$ cat src/rtl/julia_engine_if.sv
// rtl/julia_engine_if.sv - pixel write handshake between julia_engine and the framebuffer writer
interface julia_engine_if;
  logic        o_Valid;
  logic        i_Ready;
  logic [18:0] o_Addr;
  logic [15:0] o_Data;

  modport master (output o_Valid, output o_Addr, output o_Data, input i_Ready);
  modport slave  (input o_Valid, input o_Addr, input o_Data, output i_Ready);
endinterface

$ cat src/rtl/julia_engine.sv
// rtl/julia_engine.sv - Julia set escape-time renderer streaming RGB565 pixels in raster order
module julia_engine #(
  parameter int H_RES    = 800,
  parameter int V_RES    = 480,
  parameter int MAX_ITER = 63
) (
  input  logic               i_CLK,
  input  logic               i_RST_N,
  input  logic               i_Start,
  input  logic signed [15:0] i_CRe,
  input  logic signed [15:0] i_CIm,
  output logic               o_Busy,
  output logic               o_Done,
  julia_engine_if.master     pix
);
  typedef enum logic [2:0] {S_IDLE, S_INIT, S_ITER, S_OUTPUT, S_DONE} state_t;

  localparam logic [9:0] X_LAST = 10'(H_RES - 1);
  localparam logic [8:0] Y_LAST = 9'(V_RES - 1);
  localparam logic [5:0] N_CAP  = 6'(MAX_ITER);

  state_t             state, state_nx;
  logic [9:0]         x;
  logic [8:0]         y;
  logic [5:0]         n;
  logic signed [15:0] zr, zi, c_re, c_im;
  logic signed [31:0] zr_w, zi_w, rr, ii, ri;
  logic [32:0]        mag;
  logic signed [15:0] zr_init, zi_init, zr_upd, zi_upd;
  logic               escape, last_px, xfer;

  // z is Q4.12; products are Q8.24, so 4.0 in mag is 1<<26
  always_comb begin
    zr_w    = {{16{zr[15]}}, zr};
    zi_w    = {{16{zi[15]}}, zi};
    rr      = zr_w * zr_w;
    ii      = zi_w * zi_w;
    ri      = zr_w * zi_w;
    mag     = {1'b0, rr} + {1'b0, ii};
    escape  = (mag > 33'h4000000) || (n == N_CAP);
    zr_upd  = 16'((rr - ii) >>> 12) + c_re;
    zi_upd  = 16'(ri >>> 11) + c_im;
    zr_init = 16'(($signed({1'b0, x}) - H_RES / 2) * 16);
    zi_init = 16'(($signed({1'b0, y}) - V_RES / 2) * 16);
    last_px = (x == X_LAST) && (y == Y_LAST);
    xfer    = (state == S_OUTPUT) && pix.i_Ready;
  end

  always_ff @(posedge i_CLK or negedge i_RST_N) begin
    if (!i_RST_N) state <= S_IDLE;
    else          state <= state_nx;
  end

  always_comb begin
    state_nx = state;
    unique case (state)
      S_IDLE:   if (i_Start) state_nx = S_INIT;
      S_INIT:   state_nx = S_ITER;
      S_ITER:   if (escape) state_nx = S_OUTPUT;
      S_OUTPUT: if (pix.i_Ready) state_nx = last_px ? S_DONE : S_INIT;
      S_DONE:   state_nx = S_IDLE;
      default:  state_nx = S_IDLE;
    endcase
  end

  // n is left untouched on escape, so it doubles as the latched result in OUTPUT
  always_ff @(posedge i_CLK or negedge i_RST_N) begin
    if (!i_RST_N) begin
      x    <= '0;
      y    <= '0;
      n    <= '0;
      zr   <= '0;
      zi   <= '0;
      c_re <= '0;
      c_im <= '0;
    end else begin
      unique case (state)
        S_IDLE: if (i_Start) begin
          x    <= '0;
          y    <= '0;
          c_re <= i_CRe;
          c_im <= i_CIm;
        end
        S_INIT: begin
          zr <= zr_init;
          zi <= zi_init;
          n  <= '0;
        end
        S_ITER: if (!escape) begin
          zr <= zr_upd;
          zi <= zi_upd;
          n  <= n + 6'd1;
        end
        S_OUTPUT: if (xfer) begin
          if (x == X_LAST) begin
            x <= '0;
            y <= (y == Y_LAST) ? 9'd0 : y + 9'd1;
          end else begin
            x <= x + 10'd1;
          end
        end
        default: ;
      endcase
    end
  end

  always_comb begin
    pix.o_Valid = (state == S_OUTPUT);
    pix.o_Addr  = '0;
    pix.o_Data  = '0;
    o_Busy      = (state != S_IDLE);
    o_Done      = (state == S_DONE);
    if (state == S_OUTPUT) begin
      pix.o_Addr = {y, x};
      pix.o_Data = (n == N_CAP) ? 16'h0000 : {n[4:0], n, ~n[4:0]};
    end
  end
endmodule

$ cat src/flat_wrapper.sv
// flat-port wrapper written by rule: the top's interface ports become plain ports
module julia_engine_flat 
#(
  parameter int H_RES    = 800,
  parameter int V_RES    = 480,
  parameter int MAX_ITER = 63
)
  (i_CLK, i_RST_N, i_Start, i_CRe, i_CIm, o_Busy, o_Done, pix_o_Valid, pix_o_Addr, pix_o_Data, pix_i_Ready);
  julia_engine_if pix_i ();
  input  logic i_CLK;
  input  logic i_RST_N;
  input  logic i_Start;
  input  logic signed [15:0] i_CRe;
  input  logic signed [15:0] i_CIm;
  output logic o_Busy;
  output logic o_Done;
  output wire logic [$bits(pix_i.o_Valid)-1:0] pix_o_Valid;
  output wire logic [$bits(pix_i.o_Addr)-1:0] pix_o_Addr;
  output wire logic [$bits(pix_i.o_Data)-1:0] pix_o_Data;
  input wire logic [$bits(pix_i.i_Ready)-1:0] pix_i_Ready;
  assign pix_o_Valid = pix_i.o_Valid;
  assign pix_o_Addr = pix_i.o_Addr;
  assign pix_o_Data = pix_i.o_Data;
  assign pix_i.i_Ready = pix_i_Ready;
  julia_engine #(.H_RES(H_RES), .V_RES(V_RES), .MAX_ITER(MAX_ITER)) u_core (.i_CLK(i_CLK), .i_RST_N(i_RST_N), .i_Start(i_Start), .i_CRe(i_CRe), .i_CIm(i_CIm), .o_Busy(o_Busy), .o_Done(o_Done), .pix(pix_i));
endmodule
$ cat config.mk
export PLATFORM = sky130hd
export DESIGN_NAME = julia_engine_flat
export DESIGN_NICKNAME = d
export VERILOG_FILES = /design/src/rtl/julia_engine_if.sv /design/src/rtl/julia_engine.sv /design/src/flat_wrapper.sv
export SDC_FILE = /design/constraint.sdc
export NUM_CORES = 2
export LEC_CHECK = 0
export CAP_MARGIN = 5
export CORE_ASPECT_RATIO = 2
export CORE_MARGIN = 1.5
export CORE_UTILIZATION = 65
export CTS_CLUSTER_SIZE = 40
export DETAILED_ROUTE_END_ITERATION = 16
export GPL_ROUTABILITY_DRIVEN = 0
export GPL_TIMING_DRIVEN = 0
export PLACE_DENSITY = 0.88
export SYNTH_ARGS = -nofsm -noshare
export SYNTH_HDL_FRONTEND = slang
export SYNTH_SLANG_ARGS = --single-unit
$ cat constraint.sdc
create_clock -name i_CLK -period 14.75 [get_ports i_CLK]
set_input_delay 2.95 -clock i_CLK [delete_from_list [all_inputs] [get_ports i_CLK]]
set_output_delay 2.95 -clock i_CLK [all_outputs]
set_load 0.005 [all_outputs]
== After elaboration in Yosys (flattened, before gate mapping) ==
Index checks and enable logic that the tools add are counted.
Widths: inputs -> output; s select.
Cells by class
  $lt $le $gt $ge: 1
  bitwise operators: 1
  multipliers: 3
  add/subtract/negate cells: 9
  eq/ne operators: 13
  reductions and logical operators: 12
  mux-type cells: 23
Operator list (count)
  $mul 16x16->32: 2
  $mux 16: 4
  $pmux 16 s2: 2
  $mux 9: 4
  $add 32x32->33: 1
  $gt 33x27->1 const B: 1
  $add 16x16->16: 2
  $mux 10: 3
  $sub 28x28->28: 1
  $mul 16x16->27: 1
  $pmux 10 s2: 1
  $mux 19: 1
  $pmux 9 s2: 1
  $mux 3: 4
  $pmux 3 s4: 1
  $pmux 6 s2: 1
  $sub 10x9->11 const B: 1
  $add 10x1->10 const B: 1
  $eq 10x10->1 const B: 1
  $sub 9x8->10 const B: 1
  $add 9x1->9 const B: 1
  $eq 9x9->1 const B: 1
  $ne 2x1->1 const B: 4
  $add 6x1->6 const B: 1
  15 further kinds: 21
Word-level totals
  word-level logic and storage cells: 70
  bits in registers: 92
  bits of input ports: 36
  output and inout bits: 38

== Depth between registers and ports, before layout ==
  word-level depth: 6
  gate-level depth with buffers: 45
  depth with buffers taken out: 43

== Worst setup path before layout ==
No wires, ideal clock.
  kind: reg-to-reg
  from: register u_core.zi[10]
  to: register u_core.zr[15]
  cell stages (with the launch flop): 43
  arrival time: 9.112 ns
  buffers on the path: 3
  clock period less this slack: 9.242 ns
  setup slack: 5.508 ns
  required time: 14.620 ns
  library setup time: 0.130 ns
  cells stage by stage: dfrtp_1 clkbuf_1 clkbuf_1 and2_1 fa_1 inv_1 fa_1 fa_1 fa_1 inv_1 fa_1 fa_1 ha_1 a21o_1 a21oi_1 nand3_1 o21a_1 a21o_1 [... 7 more ...] inv_1 a21oi_1 o21ba_2 o21ai_0 a221oi_1 nor2_1 a311oi_1 nor2_1 nor2_1 xnor2_1 ha_1 and3_1 a211o_1 a21oi_1 xnor2_1 xnor2_1 a21oi_1 mux2i_1
On the way
  cells in the longest elaborated chain, start to end: 6
  elaborated cells between the ends (all ways): 10
  classes of those cells: add/sub (3); mul (1); order compare (1); eq/ne (1); mux (2); reduce/logical (2)
RTL lines
  start, declared: line julia_engine.sv:26  | logic signed [15:0] zr, zi, c_re, c_im;
  start signal, assigned: line julia_engine.sv:86  | zi <= zi_init;
  start signal, assigned: line julia_engine.sv:91  | zi <= zi_upd;
  $mul 16x16->32 *: line julia_engine.sv:37  | ii = zi_w * zi_w;
  $add 32x32->33: line julia_engine.sv:39  | mag = {1'b0, rr} + {1'b0, ii};
  $gt 33x27->1: line julia_engine.sv:40  | escape = (mag > 33'h4000000) || (n == N_CAP);
  $logic_or 1x1->1: line julia_engine.sv:40
  $ne 2x2->1 (no source line)
  $reduce_and 2->1 (no source line)
  end signal, assigned: line julia_engine.sv:85  | zr <= zr_init;
  end signal, assigned: line julia_engine.sv:90  | zr <= zr_upd;
  end, declared: line julia_engine.sv:26
Every way passes the cells marked *; elsewhere a longest branch is shown, timed or not. The select of a mux whose other input is x is not followed.
A chain may end at the register's enable or synchronous reset.

== Final worst setup path ==
  from: register u_core.zr[12]
  to: register u_core.zr[15]
On the way
  cells in the longest elaborated chain, start to end: 6
  elaborated cells between the ends (all ways): 10
  classes of those cells: add/sub (3); mul (1); order compare (1); eq/ne (1); mux (2); reduce/logical (2)
RTL lines
  $mul 16x16->32 *: line julia_engine.sv:36  | rr = zr_w * zr_w;
  $add 32x32->33: line julia_engine.sv:39
  $gt 33x27->1: line julia_engine.sv:40
  $logic_or 1x1->1: line julia_engine.sv:40
  $ne 2x2->1 (no source line)
  $reduce_and 2->1 (no source line)
Marks and branches as above.

==> impl_metrics.csv <==
group,metric,value,unit
sta,tightest_slew,1.30,ns
yosys,synth_ff_type,"dfrtp_1",
placed_design,dpl_cell_area,35800,um^2
setup_path,crit_path_start_kind,"flop",
clocking,h-tree-depth,3,
floorplan,num_rows,118,
setup_path,worstSetupEndpointType,"flop",
global_route,grt_pass1_wl,173,mm
final_layout,finalNetCount,5044,
sta,max_freq,0.0795,GHz
setup_path,worst_ep_arrival_time,12.89,ns
yosys,avgSynthCellArea,8.82,um^2
final_layout,drive_gt1_frac,0.0254,
yosys,synth_top_area_share,0.407,
sta,hold_viol,0,
routing,wl_per_cell,24.5,um
routing,firstDrtPassIters,9,
routing,drc,0,
global_route,grt_overflow_total,0,
clocking,cts_buffers,9,
floorplan,die_w,165,um
sta,slew_viol_final,0,
floorplan,initial_core_util,0.659,
min_path,hold_path_class,"flop to flop",
floorplan,core,52000,um^2
final_layout,design_area,36200,um^2
sta,fin_crit,12.58,ns
clocking,clk_pin_slew_worst_paths,0.09,ns
yosys,synth_edf_count,0,
setup_path,crit_path_frequent_cell,"fa_1",
placed_design,io_buffer_count,73,
setup_path,critPathTopFamily,"adder cells",
sta,period_share,0.853,
final_layout,multiInputGateArea,27700,um^2
global_route,grt_pass1_vias,31369,
clocking,ctsLongestPathBuffers,2,
global_route,grt_antenna_before_repair,4,
sta,rsz0062_at_grt,"no",
routing,finalWirelength,114,mm
sta,finalSetupViolCount,0,
sta,finalHoldWorstSlack,0.528,ns
floorplan,dieArea,54200,um^2
routing,vias,28977,
yosys,ys_seq_area_frac,0.0672,
sta,finClkSkew,0.0191,ns
sta,worst_slack,2.17,ns
routing,via_per_inst,6.24,
job,maxCapViolCount,0,
routing,ant_nets,0,
setup_path,crit_slowest_cell,"clkbuf_1",
yosys,synthArstFlopShare,1.00,
yosys,synth_top_cell_by_area,"fa_1",
floorplan,die_h,328,um
sta,slew_headroom,0.135,
setup_path,cp.required,15.06,ns
yosys,ys_warn_count,0,
sta,setup_tns,0,ns
final_layout,layout.area.seq,2300,um^2
setup_path,timing.critical_path.buf_inv,7,
final_layout,syn_to_final_growth,5.55,%
floorplan,num_io_pins,74,
clocking,worstSkewPairLatency,0.40,ns
global_route,grt_max_degree,57,
final_layout,fillerInstances,3770,
setup_path,crit_type,"flop to flop",
clocking,ctsResizeCount,0,
global_route,grt_usage,0.446,
yosys,synth_area,34300,um^2
setup_path,crit_fanout,10,
yosys,syn_inst,3884,
clocking,tritoncts,"done",
clocking,clockRootBuffer,"clkbuf_16",
yosys,ys_seq_elements,92,
clocking,hold_buffers,0,
yosys,synthesis.nets,4959,
placed_design,dpl_worst_slack,2.98,ns
setup_path,cp_slowest_stage_delay,0.84,ns
clocking,clock_sinks,92,
yosys,synth_cell_type_count,77,
outcome,status,"complete, no violations",
yosys,netlist_top_cells_area,"fa_1 (41%), ha_1 (13%), inv_1 (11%)",
placed_design,hpwl,88.7,mm
routing,dr.first_iter.drc_count,2949,
clocking,post_cts_buffers,0,
registers in the layout, indices dropped and copies added, names as in the netlist:
name and count:
u_core.zr 16, u_core.x 10, u_core.state 3, u_core.zi 16, u_core.c_im 16, u_core.c_re 16
u_core.n 6, u_core.y 9
per-stage QoR:
step	std cells	utilization
2_1_floorplan	3884	-
3_3_place_gp	4617	0.689
3_5_place_dp	4618	0.690
4_1_cts	4634	0.695
5_1_grt	4635	0.695
6_report	4641	0.696
metal layers:
metal / routed length [um] / vias up / part of all wire / GRT usage
met3: 13800 / 849 / 0.12 / 0.153
met1: 31800 / 14145 / 0.28 / 0.446
li1: - / 11926 / - / -
met5: 16 / - / 0.00014 / 0.00464
met2: 52700 / 2055 / 0.46 / 0.700
met4: 15300 / 2 / 0.13 / 0.446
cells in the final DEF (no fill, tap or decap), types with 18 or more instances in the layout:
cell type	count
nand2_1	376
mux2i_1	18
a21oi_1	121
mux2_2	38
dfrtp_1	92
nor2b_1	18
clkdlybuf4s50_1	72
ha_1	343
nand4_1	18
nand3_1	41
a211oi_1	19
fa_1	696
and3_1	21
and2_1	114
nor3_1	35
xor2_1	57
o21a_1	24
xnor2_1	126
a21o_1	46
clkbuf_1	130
inv_1	966
o21ai_0	89
nand2b_1	31
nor2_1	253
cells in the mapped netlist (46+ instances only):
library cell and n:
inv_1 966, fa_1 696, nand2_1 376, ha_1 343, nor2_1 253, clkbuf_1 130
xnor2_1 126, a21oi_1 121, and2_1 114, dfrtp_1 92, o21ai_0 89, xor2_1 57
a21o_1 46
path summary, 6_finish.rpt:
| check | startpoint | end | slack [ns] | cells after the start |
|---|---|---|---|---|
| worst max-delay path | u_core.zr[12]$_DFFE_PN0P_ | u_core.zr[15]$_DFFE_PN0P_ | 2.17 | 38 |
| min in group asynchronous | i_RST_N | u_core.zr[7]$_DFFE_PN0P_ | 2.57 | 1 |
| worst min-delay path | u_core.c_re[13]$_DFFE_PN0P_ | u_core.c_re[13]$_DFFE_PN0P_ | 0.53 | 1 |
| worst min register to register | u_core.c_re[13]$_DFFE_PN0P_ | u_core.c_re[13]$_DFFE_PN0P_ | 0.53 | 1 |
| max in group asynchronous | i_RST_N | u_core.x[2]$_DFFE_PN0P_ | 11.44 | 2 |
| worst max register to register | u_core.zr[12]$_DFFE_PN0P_ | u_core.zr[15]$_DFFE_PN0P_ | 2.17 | 38 |
final cells by class:
| cell class | count | area share |
|---|---|---|
| Multi-Input combinational cell | 2668 | 0.766 |
| Inverter | 976 | 0.101 |
| Sequential cell | 92 | 0.0637 |
| Tap cell | 660 | 0.0228 |
| Timing Repair Buffer | 74 | 0.0209 |
| Buffer | 148 | 0.0165 |
| Clock buffer | 9 | 0.00623 |
| Clock inverter | 7 | 0.00211 |
| Antenna cell | 7 | 0.000484 |
worst reg2reg max path: cells and delay by family (launching register included):
kind	cells	cell delay (ns)
AOI/OAI and AO/OA	11	3.21
adders and majority gates	9	4.10
buffers and inverters	7	2.47
muxes	1	0.18
DFF	1	0.75
and+or+nand+nor	7	1.01
xor gates and xnor gates	3	0.75
cell families after synthesis:
kind of cell	share of synthesized area
AOI/OAI and AO/OA	0.0785
xor gates and xnor gates	0.0468
adders and majority gates	0.532
buffers and inverters	0.124
DFF	0.0672
muxes	0.0220
and+or+nand+nor	0.129
Power is not shown: default switching activity piles up to over one toggle a cycle in this logic, so the estimate is an artifact.
